--- config.mk ---
export PLATFORM = sky130hd
export DESIGN_NAME = kv_stream_buffer
export DESIGN_NICKNAME = d
export VERILOG_FILES = /design/src/rtl/kv_stream_buffer_pkg.sv /design/src/rtl/kv_vector_store.sv /design/src/rtl/kv_stream_buffer.sv
export SDC_FILE = /design/constraint.sdc
export NUM_CORES = 1
export LEC_CHECK = 0
export CAP_MARGIN = 20
export CORE_MARGIN = 5
export CORE_UTILIZATION = 50
export CTS_CLUSTER_DIAMETER = 120
export DETAILED_ROUTE_END_ITERATION = 10
export PLACE_DENSITY_LB_ADDON = 0.15
export SLEW_MARGIN = 20
export SYNTH_ARGS = -nofsm -noshare
export SYNTH_HDL_FRONTEND = slang
export SYNTH_SLANG_ARGS = --single-unit
--- constraint.sdc ---
create_clock -name clk -period 3 [get_ports clk]
set_input_delay 0.9 -clock clk [delete_from_list [all_inputs] [get_ports clk]]
set_output_delay 0.9 -clock clk [all_outputs]
set_load 0.01 [all_outputs]
--- src/rtl/kv_stream_buffer_pkg.sv ---
// Shared types for the K/V stream buffers: vector type, FSM state encoding
// and the default sequence length.
package kv_stream_buffer_pkg;

    localparam int MAX_SEQ_LENGTH = 8;
    localparam int VEC_W          = 32;

    typedef logic [VEC_W-1:0] K_VECTOR_T;
    typedef K_VECTOR_T        V_VECTOR_T;

    typedef enum logic [1:0] {
        KB_FILL   = 2'd0,
        KB_STREAM = 2'd1,
        KB_DONE   = 2'd2
    } kb_state_e;

endpackage

--- src/rtl/kv_vector_store.sv ---
// DEPTH-entry register array with one synchronous write port and one
// combinational read port; contents are deliberately not reset.
module kv_vector_store
    import kv_stream_buffer_pkg::*;
#(
    parameter int DEPTH = MAX_SEQ_LENGTH,
    parameter int AW    = (DEPTH > 1) ? $clog2(DEPTH) : 1
) (
    input  logic          clk,
    input  logic          wr_en_i,
    input  logic [AW-1:0] wr_addr_i,
    input  K_VECTOR_T     wr_data_i,
    input  logic [AW-1:0] rd_addr_i,
    output K_VECTOR_T     rd_data_o
);

    K_VECTOR_T mem_q [DEPTH];

    // Address decode by explicit compare keeps non-power-of-two depths safe.
    always_ff @(posedge clk) begin
        for (int i = 0; i < DEPTH; i++) begin
            if (wr_en_i && (wr_addr_i == AW'(i))) begin
                mem_q[i] <= wr_data_i;
            end
        end
    end

    always_comb begin
        rd_data_o = '0;
        for (int i = 0; i < DEPTH; i++) begin
            if (rd_addr_i == AW'(i)) begin
                rd_data_o = mem_q[i];
            end
        end
    end

endmodule

--- src/rtl/kv_stream_buffer.sv ---
// Captures DEPTH vectors from the memory controller, then replays the whole
// set NUM_PASSES times to the attention datapath before signalling done.
module kv_stream_buffer
    import kv_stream_buffer_pkg::*;
#(
    parameter int DEPTH      = MAX_SEQ_LENGTH,
    parameter int NUM_PASSES = MAX_SEQ_LENGTH
) (
    input  logic                            clk,
    input  logic                            rst,
    input  logic                            in_vld,
    output logic                            in_rdy,
    input  K_VECTOR_T                       in_vector,
    output logic                            out_vld,
    input  logic                            out_rdy,
    output K_VECTOR_T                       out_vector,
    output logic                            out_last,
    output logic [$clog2(NUM_PASSES+1)-1:0] pass_idx,
    output logic                            done
);

    localparam int PW = (DEPTH > 1) ? $clog2(DEPTH) : 1;
    localparam int CW = $clog2(NUM_PASSES + 1);

    kb_state_e     state_q, state_d;
    logic [PW-1:0] wr_ptr_q, wr_ptr_d;
    logic [PW-1:0] rd_ptr_q, rd_ptr_d;
    logic [CW-1:0] pass_cnt_q, pass_cnt_d;
    logic          wr_en;
    K_VECTOR_T     rd_data;

    kv_vector_store #(
        .DEPTH (DEPTH),
        .AW    (PW)
    ) u_store (
        .clk       (clk),
        .wr_en_i   (wr_en),
        .wr_addr_i (wr_ptr_q),
        .wr_data_i (in_vector),
        .rd_addr_i (rd_ptr_q),
        .rd_data_o (rd_data)
    );

    always_ff @(posedge clk) begin
        if (rst) begin
            state_q    <= KB_FILL;
            wr_ptr_q   <= '0;
            rd_ptr_q   <= '0;
            pass_cnt_q <= '0;
        end else begin
            state_q    <= state_d;
            wr_ptr_q   <= wr_ptr_d;
            rd_ptr_q   <= rd_ptr_d;
            pass_cnt_q <= pass_cnt_d;
        end
    end

    // Handshake outputs depend on state only; pass_cnt runs to NUM_PASSES.
    always_comb begin
        state_d    = state_q;
        wr_ptr_d   = wr_ptr_q;
        rd_ptr_d   = rd_ptr_q;
        pass_cnt_d = pass_cnt_q;
        wr_en      = 1'b0;
        in_rdy     = 1'b0;
        out_vld    = 1'b0;
        out_vector = '0;
        out_last   = 1'b0;
        done       = 1'b0;

        case (state_q)
            KB_FILL: begin
                in_rdy = 1'b1;
                if (in_vld) begin
                    wr_en = 1'b1;
                    if (wr_ptr_q == PW'(DEPTH - 1)) begin
                        wr_ptr_d = '0;
                        state_d  = KB_STREAM;
                    end else begin
                        wr_ptr_d = wr_ptr_q + 1'b1;
                    end
                end
            end
            KB_STREAM: begin
                out_vld    = 1'b1;
                out_vector = rd_data;
                out_last   = (rd_ptr_q == PW'(DEPTH - 1));
                if (out_rdy) begin
                    if (out_last) begin
                        rd_ptr_d   = '0;
                        pass_cnt_d = pass_cnt_q + 1'b1;
                        if (pass_cnt_q == CW'(NUM_PASSES - 1)) begin
                            state_d = KB_DONE;
                        end
                    end else begin
                        rd_ptr_d = rd_ptr_q + 1'b1;
                    end
                end
            end
            KB_DONE: begin
                done = 1'b1;
            end
            default: begin
                state_d = KB_FILL;
            end
        endcase
    end

    assign pass_idx = pass_cnt_q;

endmodule

Word-level counts from Yosys, hierarchy flattened
Memory sizes are Yosys's and may differ from the RTL's.
Index checks and enable logic that the tools add are counted.

storage, ports and cells
  register bits after elaboration = 12
  RAM bits = 256
  bits of input ports = 36
  output and inout bits = 40
  logic and storage cells = 113
  memories kept = 1

memory list
  name           words  width  read ports  clocked after memory_dff  wr ports  RTL line               text
  u_store.mem_q  8      32     8           0                         1         kv_vector_store.sv:17  K_VECTOR_T mem_q [DEPTH];

cells by class
  add/sub/neg operators = 3
  equal/unequal tests = 22
  mux-type cells = 60
  bitwise gates (word level) = 1
  reductions and logical operators = 22

operators by type and width
  kind                   count
  $mux W32               16
  $reduce_or A32 Y1      7
  $mux W1                29
  $mux W3                9
  $eq A3 B3 Y1 const B   8
  $eq A3 B2 Y1 const B   4
  $mux W2                5
  $ne A2 B2 Y1 const B   5
  $logic_and A1 B1 Y1    8
  $add A3 B1 Y3 const B  2
  $eq A3 B1 Y1 const B   2
  $logic_not A3 Y1       2
  $pmux W2 S3            1
  $reduce_and A6 Y1      1
  $add A4 B1 Y4 const B  1
  $eq A4 B3 Y1 const B   1
  $reduce_and A2 Y1      2
  $reduce_and A3 Y1      1
  $eq A2 B1 Y1 const B   1
  $eq A2 B2 Y1 const B   1
  $logic_not A2 Y1       1
  $not A1 Y1             1

Logic depth before layout (Yosys ltp)
  depth in word-level cells = 13
  depth in mapped cells = 10
  mapped depth without buffers = 6

Cells and area by module
Synthesis repeated with hierarchy kept, for this count alone.

second synthesis, totals
  cells, all modules = 743
  area, all modules = 11183.2 um2

modules (own cells, without submodules)
  module            times used  cells an instance  area each (um2)  sequential area each (um2)
  kv_vector_store   1           647                10371.2          7687.4
  kv_stream_buffer  1           96                 812.0            240.2

Least setup slack after synthesis
Ideal clock, no wire load.

  path kind = register to output
  start point = register rd_ptr_q[2]
  end point = output port out_vector[10]
  arrival time = 1.935 ns
  slack = 0.165 ns
  cell stages (with the launch flop) = 11
  path through = dfxtp_1 buf_2 inv_1 clkbuf_1 ha_1 clkbuf_1 nor2_1 clkbuf_1 o21ai_0 o21ai_1 a32o_1

between the ends
  longest elaborated chain between the ends = 10
  elaborated cells between the ends (all ways) = 17
  classes of those cells = eq/ne (7); mux (9); reduce/logical (1)

ends and longest elaborated chain
  item                      RTL line                text
  start: declaration        kv_stream_buffer.sv:27  logic [PW-1:0] rd_ptr_q, rd_ptr_d;
  start signal: assignment  kv_stream_buffer.sv:53  rd_ptr_q <= rd_ptr_d;
  $logic_not A3 Y1          kv_vector_store.sv:31   if (rd_addr_i == AW'(i)) begin
  $mux W32 (7 in series)    kv_vector_store.sv:31
  $mux W32 *                kv_vector_store.sv:31
  $mux W32 *                kv_stream_buffer.sv:71  case (state_q)
  end: declaration          kv_stream_buffer.sv:16  output K_VECTOR_T out_vector,

Mark *: on every way between the ends. The rest lies on a longest branch, timed or not.

Worst setup path in the final report
  start point = register rd_ptr_q[0]
  end point = output port out_vector[19]

Same word-level chain as after synthesis.

==> metrics.md <==
| Metric | Value |
|---|---|
| Status | `finished, violations left` |
| Failing checks | `negative setup slack` |
| Sw frac | `20.3%` |
| DR iter-0 viols | `708` |
| CP top delay family | `buffers and inverters` |
| Reg power frac | `53.4%` |
| CTS Sinks | `268` |
| Slowest stage delay, CP | `0.36 ns` |
| Met3 Usage GRT | `3.87%` |
| Buf+Inv Stages, Crit Path | `7` |
| Hold_sp | `wr_ptr_q[1]$_SDFFE_PP0P_` |
| Required @ worst endpoint | `2.10 ns` |
| Slew Viols, Final | `0` |
| Clock power frac | `43.1%` |
| Routed len/inst | `25.1 µm` |
| Die area | `25600 µm²` |
| I/O pin count | `76` |
| Mapped Nets | `774` |
| Htree depth | `1` |
| Placer congestion estimate | `0.760` |
| Worst-path cell chain | `inv_4 -> buf_6 -> ha_4 -> buf_8 -> buf_12 -> buf_16 -> buf_6 -> a221oi_2 -> a211o_1 -> a32o_2 -> buf_6` |
| Layout area overhead | `31.2%` |
| Sequential-to-total area share from yosys stat | `70.5%` |
| GR Overflow Total | `0` |
| Inserted Clock Buffers | `27` |
| Post-synthesis cell count | `725` |
| Max Root-Sink Buffers | `3` |
| Final setup TNS | `-10.16 ns` |
| Worst Skew | `0.0351 ns` |
| Post-route worst setup slack | `-0.371 ns` |
| Final hold viol count | `0` |
| Internal | `6.30 mW` |
| Most common cell after layout, fill and taps aside | `edfxtp_1` |
| Largest family of logic cells by synthesized area | `compound AO/OA/AOI/OAI gates` |
| Crit path DAT | `2.47 ns` |
| Average size of a mapped cell | `15.5 µm²` |
| Clock-pin slew on the worst setup and hold paths | `0.06 ns` |
| Vias per inst | `6.17` |
| Comb pwr share | `3.5%` |
| Final wirelength | `29900 µm` |
| Worst skew pair latency | `0.56 ns` |
| CTS tree | `yes` |
| Hold_ws | `0.503 ns` |
| First-pass GRT wire length | `45400 µm` |
| Hold crit path type | `reg -> reg` |
| Share of cells above drive strength 1 | `32.7%` |
| RSZ-0062 raised after global routing | `yes` |
| Critical path origin | `rd_ptr_q[0]$_SDFFE_PP0P_` |
| Layout fillers | `1474` |
| Drt pass-1 iters | `5` |
| Vias | `7339` |
| Row count | `54` |
| Slew headroom | `66.0%` |
| Initial Util | `51.2%` |
| Synth cell types | `34` |
| Total core area | `22000 µm²` |
| Crit Path Max Fanout | `6` |
| Worst Setup End Kind | `primary output` |
| Yosys top cell area share | `68.3%` |
| Mux cell area share after synthesis | `0.0890%` |
| Startpoint types | `flip-flop` |
| RR Startpoint | `state_q[1]$_SDFFE_PP0P_` |
| Compound-Gate Fraction of Synth Area | `20.2%` |
| Area share of and/or/nand/nor cells after synthesis | `1.81%` |
| Net Switching | `1.60 mW` |
| Total GRT Usage | `22.6%` |
| GRT met2 Usage | `38.4%` |
| Yosys warns | `0` |
| DRC | `0` |
| CP dominant cell by count | `buf_6` |
| Vias in the first global route | `7804` |
| Fin crit share | `112%` |
| Number of diodes | `0` |
| CTS hold repair buffers | `0` |
| Chip height | `160 µm` |
| Tmin final | `3.37 ns` |
| Setup Viol. Count Final | `32` |
| Clk root buf | `clkbuf_16` |
| Lkg Pwr | `5.27 nW` |
| Final ANT Viol Nets | `0` |
| Nets | `938` |
| PortBufs | `75` |
| Grt peak-use layer | `met2` |
| Final core occ | `67.2%` |
| Area leader, netlist | `edfxtp_1` |
| DP HPWL | `15900 µm` |
| CP Class | `reg -> out` |
| Fmax | `0.297 GHz` |
| Synth area leaders | `edfxtp_1 (68%), a211o_1 (5.0%), a221oi_2 (4.3%)` |
| Synthesized cell area | `11200 µm²` |
| Max_cap viols | `0` |
| Die span in x | `160 µm` |
| Met1 Resource Use GR | `30.0%` |
| Post-Synth Adder-Cell Area | `1.45%` |
| Tightest Pin Transition | `0.510 ns` |
| Largest net degree at the start of global routing | `35` |
| Synth Area in XOR/XNOR | `0.156%` |
| Slowest CP cell | `dfxtp_4` |
| Power Density | `536 nW/µm²` |
| VDD IR max | `0.484 mV` |
| Most frequent cells in the layout | `edfxtp_1 (256), inv_1 (69), a211o_1 (64)` |
| #FFs+latches synth | `268` |
| Initial antenna violation count | `0` |
[worst min-delay path, cell delays in order (launching register included)]
cell and delay (ns):
dfxtp_1 0.34, nand2_1 0.06, a21oi_1 0.05
[power groups by stage]
| stage | Sequential (mW) | Combinational (mW) | Clock, mW |
|---|---|---|---|
| after floorplan | 4.29 | 0.105 | 0 |
| after global placement | 4.29 | 0.245 | 0 |
| after detailed placement | 4.29 | 0.256 | 0 |
| after CTS | 4.22 | 0.270 | 3.43 |
| after global routing | 4.23 | 0.296 | 3.61 |
| final | 4.22 | 0.277 | 3.40 |
[registers in the layout (all words and copies together) (netlist names)]
signal,count
wr_ptr_q,3
rd_ptr_q,3
u_store.mem_q,256
state_q,2
pass_idx,4
[kinds of logic after synthesis]
family,after synthesis
fa+ha+maj,13
compound gates,268
flops,268
xor+xnor,2
buf+inv,136
mux,1
simple gates,37
[area by class of cell]
class	count	area (µm²)	area share, %
Timing Repair Buffer	199	2230	15.1
Tap cell	280	350	2.37
Sequential cell	268	7940	53.8
Multi-Input combinational cell	321	3070	20.8
Inverter	72	275	1.87
Clock inverter	21	211	1.43
Clock buffer	29	683	4.63
[path summary, 6_finish.rpt]
kind | slack (ns) | end | depth (start not counted)
min | 0.50 | wr_ptr_q[1]$_SDFFE_PP0P_ | 2
min reg2reg | 0.50 | wr_ptr_q[1]$_SDFFE_PP0P_ | 2
max | -0.37 | out_vector[19] | 11
max reg2reg | 1.15 | u_store.mem_q[1][95]$_DFFE_PP_ | 4
[cell usage after synthesis (all sizes together)]
cell    instances
clkbuf         32
edfxtp        256
nor2           10
a221oi         64
and2            2
or3             2
nand3b          2
a22oi          32
nor3            1
nor2b           4
inv            72
nor3b           1
nand2           4
a21oi           8
a311oi          1
nand4           2
and3            7
a211oi          1
dfxtp          12
a32o           32
o21ai          66
a211o          64
mux2i           1
buf            32
nand3           2
xor2            2
ha             13
[metal layers]
layer | wire length (µm) | vias up
met5 | 0 | -
met4 | 692 | 0
met3 | 1900 | 53
met2 | 15000 | 285
met1 | 12300 | 3729
li1 | - | 3272
[what timing repair did]
item / CTS / global route
gates resized for setup: 237 / 56
cloned: 10 / 1
pin swaps: 73 / 68
setup buffers: 38 / 8
endpoints found under the setup margin: 33 / 33
[metrics by stage]
stage	cell area, µm²	instances	power, mW	setup WS [ns]
after CTS	14500	1183	7.92	-0.390
after detailed placement	12700	1088	4.55	-0.273
after floorplan	11200	725	4.39	0.165
after global routing	14800	1190	8.13	-0.451
final	14800	1190	7.90	-0.371
after global placement	12700	1088	4.53	-0.190
No activity file was read; power rests on OpenSTA's default activity.
